$ cat src/rtl/p_line_burst_adaptor.sv
// Splits cache-line reads/writes into s_line/s_burst memory beats, ordered low beat first.
// Define ADAPTOR_EARLY_RESP_EN to drop the RESP state and respond during the final beat.
module p_line_burst_adaptor #(
  parameter int s_line  = 256,
  parameter int s_burst = 64
) (
  input  logic               clk,
  input  logic               rst,
  input  logic               pmem_read,
  input  logic               pmem_write,
  input  logic [31:0]        pmem_address,
  input  logic [s_line-1:0]  pmem_wdata,
  output logic [s_line-1:0]  pmem_rdata,
  output logic               pmem_resp,
  output logic [31:0]        burst_address,
  output logic               burst_read,
  output logic               burst_write,
  input  logic [s_burst-1:0] burst_rdata,
  output logic [s_burst-1:0] burst_wdata,
  input  logic               burst_resp
);

  localparam int          BEATS     = s_line / s_burst;
  localparam int          CW        = $clog2(BEATS);
  localparam logic [31:0] ADDR_MASK = ~32'(s_line / 8 - 1);

  typedef enum logic [1:0] {IDLE, READ_BURST, WRITE_BURST, RESP} state_t;

  state_t              r_state;
  state_t              w_next;
  logic [CW-1:0]       r_count;
  logic [31:0]         r_addr;
  logic [s_line-1:0]   r_wdata;
  logic [s_line-1:0]   r_buf;
  logic [s_line-1:0]   r_rdata;
  logic [s_line-1:0]   w_assembled;
  logic                w_accept;
  logic                w_beat;
  logic                w_last;
  int                  w_base;

  assign w_accept = (r_state == IDLE) && (pmem_read || pmem_write);
  assign w_beat   = burst_resp && ((r_state == READ_BURST) || (r_state == WRITE_BURST));
  assign w_last   = w_beat && (r_count == CW'(BEATS - 1));
  assign w_base   = int'(r_count) * s_burst;

  // Buffered beats with the live beat dropped into the current slot.
  always_comb begin
    w_assembled = r_buf;
    w_assembled[w_base +: s_burst] = burst_rdata;
  end

  always_comb begin
    w_next = r_state;
    case (r_state)
      IDLE: begin
        if (pmem_write)     w_next = WRITE_BURST;
        else if (pmem_read) w_next = READ_BURST;
      end
      READ_BURST, WRITE_BURST: begin
`ifdef ADAPTOR_EARLY_RESP_EN
        if (w_last) w_next = IDLE;
`else
        if (w_last) w_next = RESP;
`endif
      end
      RESP:    w_next = IDLE;
      default: w_next = IDLE;
    endcase
  end

  always_ff @(posedge clk) begin
    if (rst) begin
      r_state <= IDLE;
      r_count <= '0;
      r_addr  <= '0;
      r_wdata <= '0;
      r_buf   <= '0;
      r_rdata <= '0;
    end else begin
      r_state <= w_next;
      if (w_accept) begin
        r_addr  <= pmem_address & ADDR_MASK;
        r_wdata <= pmem_wdata;
        r_count <= '0;
      end else if (w_beat) begin
        r_count <= w_last ? '0 : r_count + CW'(1);
        if (r_state == READ_BURST) begin
          r_buf <= w_assembled;
          if (w_last) r_rdata <= w_assembled;
        end
      end
    end
  end

  assign burst_address = r_addr;
  assign burst_read    = (r_state == READ_BURST);
  assign burst_write   = (r_state == WRITE_BURST);
  assign burst_wdata   = r_wdata[w_base +: s_burst];

`ifdef ADAPTOR_EARLY_RESP_EN
  assign pmem_resp  = w_last;
  assign pmem_rdata = (w_last && (r_state == READ_BURST)) ? w_assembled : r_rdata;
`else
  assign pmem_resp  = (r_state == RESP);
  assign pmem_rdata = r_rdata;
`endif

endmodule
$ cat config.mk
export PLATFORM = sky130hd
export DESIGN_NAME = p_line_burst_adaptor
export DESIGN_NICKNAME = d
export VERILOG_FILES = /design/src/rtl/p_line_burst_adaptor.sv
export SDC_FILE = /design/constraint.sdc
export NUM_CORES = 2
export LEC_CHECK = 0
export ABC_AREA = 1
export BUFFER_PORTS_ARGS = -buffer_cell sky130_fd_sc_hd__buf_2
export CORE_ASPECT_RATIO = 1.4
export CORE_MARGIN = 4
export CORE_UTILIZATION = 30
export DETAILED_ROUTE_END_ITERATION = 7
export GPL_TIMING_DRIVEN = 0
export SYNTH_ARGS = -nofsm -noshare
export SYNTH_HDL_FRONTEND = slang
export SYNTH_SLANG_ARGS = --single-unit
export TNS_END_PERCENT = 10
$ cat constraint.sdc
create_clock -name clk -period 2.3 [get_ports clk]
set_input_delay 0.46 -clock clk [delete_from_list [all_inputs] [get_ports clk]]
set_output_delay 0.46 -clock clk [all_outputs]
set_load 0.03 [all_outputs]
==> After elaboration in Yosys (flattened, before gate mapping) <==
Cells that the tools add are included.
{ "classes": {"add_sub_neg": 2, "eq_ne": 6, "n_shift": 3, "mux": 6, "bitwise_logic": 1, "n_reduce_logical": 11} }
{ "ops": {"columns": ["cell", "n"], "rows": [
  ["bitwise mux 256 bit", 1],
  ["variable shift 64 x 33 -> 256 bit (first input constant)", 1],
  ["variable part select 256 x 9 -> 64 bit", 1],
  ["variable part select 64 x 33 -> 256 bit", 1],
  ["negation 8 -> 33 bit", 1],
  ["two-way mux 2 bit", 4],
  ["== test 2 bit (second input constant)", 3],
  ["one-hot mux 2 bit (3 select lines)", 1],
  ["AND reduction 4 bit", 1],
  ["OR reduction 2 bit", 2],
  ["logical AND 1 bit", 3],
  ["!= test 3 bit (second input constant)", 1],
  ["AND reduction 3 bit", 1],
  ["adder 2 x 1 -> 2 bit (second input constant)", 1],
  ["== test 2 x 1 -> 1 bit (second input constant)", 1],
  ["zero test 2 bit", 1],
  ["logical OR 1 bit", 2],
  ["!= test 2 bit (second input constant)", 1],
  ["AND reduction 2 bit", 1],
  ["inverter 1 bit", 1]
]} }
{ "word_totals": {"reg_bits": 799, "in_bits": 357, "output_inout_bits": 355} }

==> Longest topological paths before layout <==
{ "depth": {"word_depth": 6, "ltp_mapped": 14, "mapped_depth_nobuf": 9} }

==> Worst setup path before layout <==
Ideal clock, no wire load.
{ "synth_path": {"path_kind": "flip-flop to flip-flop", "startpoint": "register r_count[0]", "endpoint": "register r_rdata[218] (netlist: pmem_rdata[218])", "setup_time_ns": 0.070, "arrival_ns": 2.125, "required_time_ns": 2.230, "slack_ns": 0.104, "path_stages_with_launch": 12, "period_less_slack_ns": 2.196, "cell_sequence": "dfxtp_1 > buf_2 > buf_6 > inv_2 > buf_2 > buf_2 > ha_1 > inv_1 > buf_2 > clkbuf_1 > nand4_1 > a21oi_1"} }
{ "synth_between": {"elab_chain_cells": 3} }
{ "synth_lines": {"columns": ["element", "line", "source"], "rows": [
  ["start: declaration", "31", "logic [CW-1:0] r_count;"],
  ["start signal: assignment", "87", "r_count <= w_last ? '0 : r_count + CW'(1);"],
  ["negation 8 -> 33 bit or == test 2 bit (tied branches)", "50, 44", null],
  ["variable part select 64 x 33 -> 256 bit, or another cell as far along", "50", "w_assembled[w_base +: s_burst] = burst_rdata;"],
  ["bitwise mux 256 bit or AND reduction 4 bit (tied branches)", null, null],
  ["end signal: assignment", "90", "if (w_last) r_rdata <= w_assembled;"],
  ["end: declaration", "35", "logic [s_line-1:0] r_rdata;"]
]} }
Several ways; a longest one is shown, not always the timed one.
A chain may end at the register's enable or synchronous reset.

==> Worst setup path in the final report <==
{ "layout_path": {"startpoint": "register r_count[0]", "endpoint": "output port burst_wdata[20]"} }
{ "layout_between": {"elab_chain_cells": 1} }
{ "layout_lines": {"columns": ["element", "line", "source"], "rows": [
  ["variable part select 256 x 9 -> 64 bit", "99", "assign burst_wdata = r_wdata[w_base +: s_burst];"],
  ["end: declaration", "19", "output logic [s_burst-1:0] burst_wdata,"]
]} }
Every way passes these cells.

==> impl_metrics.yaml <==
outcome:
  violations: "setup timing"
  status: "complete, but fails checks"
logic_synthesis:
  netlist.area_leader.share: 0.453
  syn_area_per_cell_um2: 6.79
  synthCells: 4789
  yosys.cell_types.count: 23
  synth_area_um2: 32500
  yosys_warnings: 0
  yosys-top-cells-area: "dfxtp_1 45%, nor2_1 11%, o21ai_0 9.2%"
  synth.largest_area_cell: "dfxtp_1"
  synth-seq-cells: 735
  ys_seq_area_frac: 0.453
route:
  routed_wl_mm: 168
  routedWlPerCell_um: 23.4
  viasPerCell: 5.02
  drt_iter0_markers: 3095
  vias: 35900
  drc: 0
  antenna_left: 0
  drt_first_pass_iters: 6
floorplanning:
  die_h_um: 397
  initial_utilization: 0.303
  rows: 142
  die_width_um: 286
  ios: 712
  dieArea_um2: 114000
  coreArea_um2: 107000
final_layout:
  syn_to_final_growth_pct: 36.0
  layout.nets: 6013
  drive_gt1_frac: 0.241
  stdcell_area_um2: 44200
placement:
  placedInstanceArea_um2: 37800
  gp_congestion: 0.961
  dp_hpwl_mm: 130
  preCtsSetupSlack_ns: -1.61
  port_buffers: 701
clock_tree:
  cts_made_buffers: 77
  insertion_delay_ns: 0.69
  htree_levels: 3
  clk_pin_slew_ns: 0.07
  cts_sinks: 735
  root_buffer: "clkbuf_16"
  clockBufferDepth: 3
  cts_tree: "done"
worst_setup_path:
  critPathLaunch: "r_count[0]"
  cp-end-kind: "output port"
  worstPathArrival_ns: 2.20
  required_ns: 1.84
  r2r_start: "r_count[0]"
  startpoint_type: "flop"
  cp_max_fo: 6
  setup.worst_path.class: "flop to output port"
power:
  vdd.ir_drop.worst_uv: 766
  power.total_mw: 45.8
  power.leakage_nw: 21.1
  powerDensity_nw_per_um2: 1040
sta:
  hold_viol: 0
  rsz0062_at_grt: "true"
  fmax_mhz: 376
  worstMarginPinSlew_ns: 1.13
  fin_crit_sh: 1.16
  fin_skew_ns: 0.0326
  setup_viol: 438
  slew_violations: 0
  setup_slack_ns: -0.361
  relSlewSlack: 0.246
  hold_slack_ns: 0.0440
  period_needed_ns: 2.66
  fin_tns_setup_ns: -46.74
grt:
  grt_pass1_wl_mm: 233
  grt_max_degree: 15
  antenna_found_initial: 18
  grt_pass1_vias: 34300
  grt.total_usage: 0.280
  grt_overflow: 0
hold_path:
  hold_path_class: "input port to flop"
  hold_start: "pmem_wdata[240]"
job:
  maxCapViolCount: 0
==> final cells by class <==
type | count | area, um^2
fillers | 11500 | 63100
multi-input cells | 3185 | 15700
flip-flops and latches | 735 | 14700
repair buffers | 776 | 4880
plain buffers | 388 | 2620
clock buffers | 106 | 2190
inverters | 484 | 1840
well taps | 1440 | 1800
clock inverters | 27 | 463
diodes | 11 | 27.5
==> synthesized netlist by cell type (all sizes together) <==
cell type and instances:
o22ai 64, a21oi 416, dfxtp 735, o21a 64
nor2 993, nand4 19, inv 484, conb 1
nand2 603, nand3 370, clkbuf 203, o21ai 642
ha 9, buf 186
==> worst paths after layout <==
check / endpoint / slack (ns) / cells after the start
max: burst_wdata[20] / -0.36 / 8
min: r_wdata[240] / 0.04 / 3
max reg2reg: pmem_rdata[190] / -0.22 / 13
min reg2reg: pmem_rdata[201] / 0.47 / 2
==> state kept, by name, indices dropped and copies added (netlist names) <==
register       count
r_wdata          256
r_buf            192
burst_address     27
r_state            2
r_count            2
pmem_rdata       256
==> worst max-delay path: stages (launching register included) <==
cell and delay (ns):
dfxtp_2 0.33, buf_6 0.13, buf_12 0.14, inv_8 0.06
buf_16 0.15, clkbuf_16 0.17, o21ai_1 0.23, o22ai_1 0.13
buf_4 0.19
==> power by group <==
part / total (mW) / internal (mW) / switching [mW]
Sequential: 16.3 / 14.9 / 1.34
Clock: 13.4 / 7.73 / 5.72
Combinational: 16.1 / 5.43 / 10.6
Total: 45.8 / 28.1 / 17.7
==> stage by stage <==
step | utilization | cells
after floorplan | - | 4793
after global placement | 0.352 | 6934
after detailed placement | 0.352 | 6934
after CTS | 0.406 | 7138
after global routing | 0.412 | 7146
final | 0.412 | 7152
==> cell families after synthesis <==
group | Yosys count | share of synthesized area
AND/OR/NAND/NOR | 1985 | 0.246
AO/OA/AOI/OAI | 1186 | 0.190
buffers and inverters | 873 | 0.108
adder cells (fa/ha/maj) | 9 | 0.00346
flip-flops | 735 | 0.453
other | 1 | 0.000115
==> cell usage in the layout (no fill, tap or decap), types with 37 or more instances in the layout <==
cell,count
dfxtp_1,733
buf_6,64
buf_2,731
a21oi_1,406
nor2_1,941
clkbuf_1,145
o21a_1,64
o22ai_2,44
nand3_1,256
nor2_2,37
clkbuf_16,92
buf_4,59
inv_1,477
nand3_2,102
nand2_1,586
o21ai_0,548
clkbuf_2,38
o21ai_1,77
==> layer usage <==
metal | global-route usage | routed length [um] | up-vias
met3 | 0.0548 | 13600 | 484
met1 | 0.297 | 58200 | 16600
met4 | 0.216 | 16000 | 2
met2 | 0.489 | 79900 | 1727
met5 | 0 | 15 | -
li1 | - | - | 17100
==> repair_timing <==
| item | in CTS | in global routing |
|---|---|---|
| setup buffers | 33 | 0 |
| hold buffers | 25 | 0 |
| setup endpoints to repair | 542 | 542 |
| resized for setup | 613 | 177 |
| pin swaps | 63 | 44 |
| gates cloned | 13 | 4 |
| hold endpoints to repair | 25 | 0 |
Power figures use the tool's default switching activity.
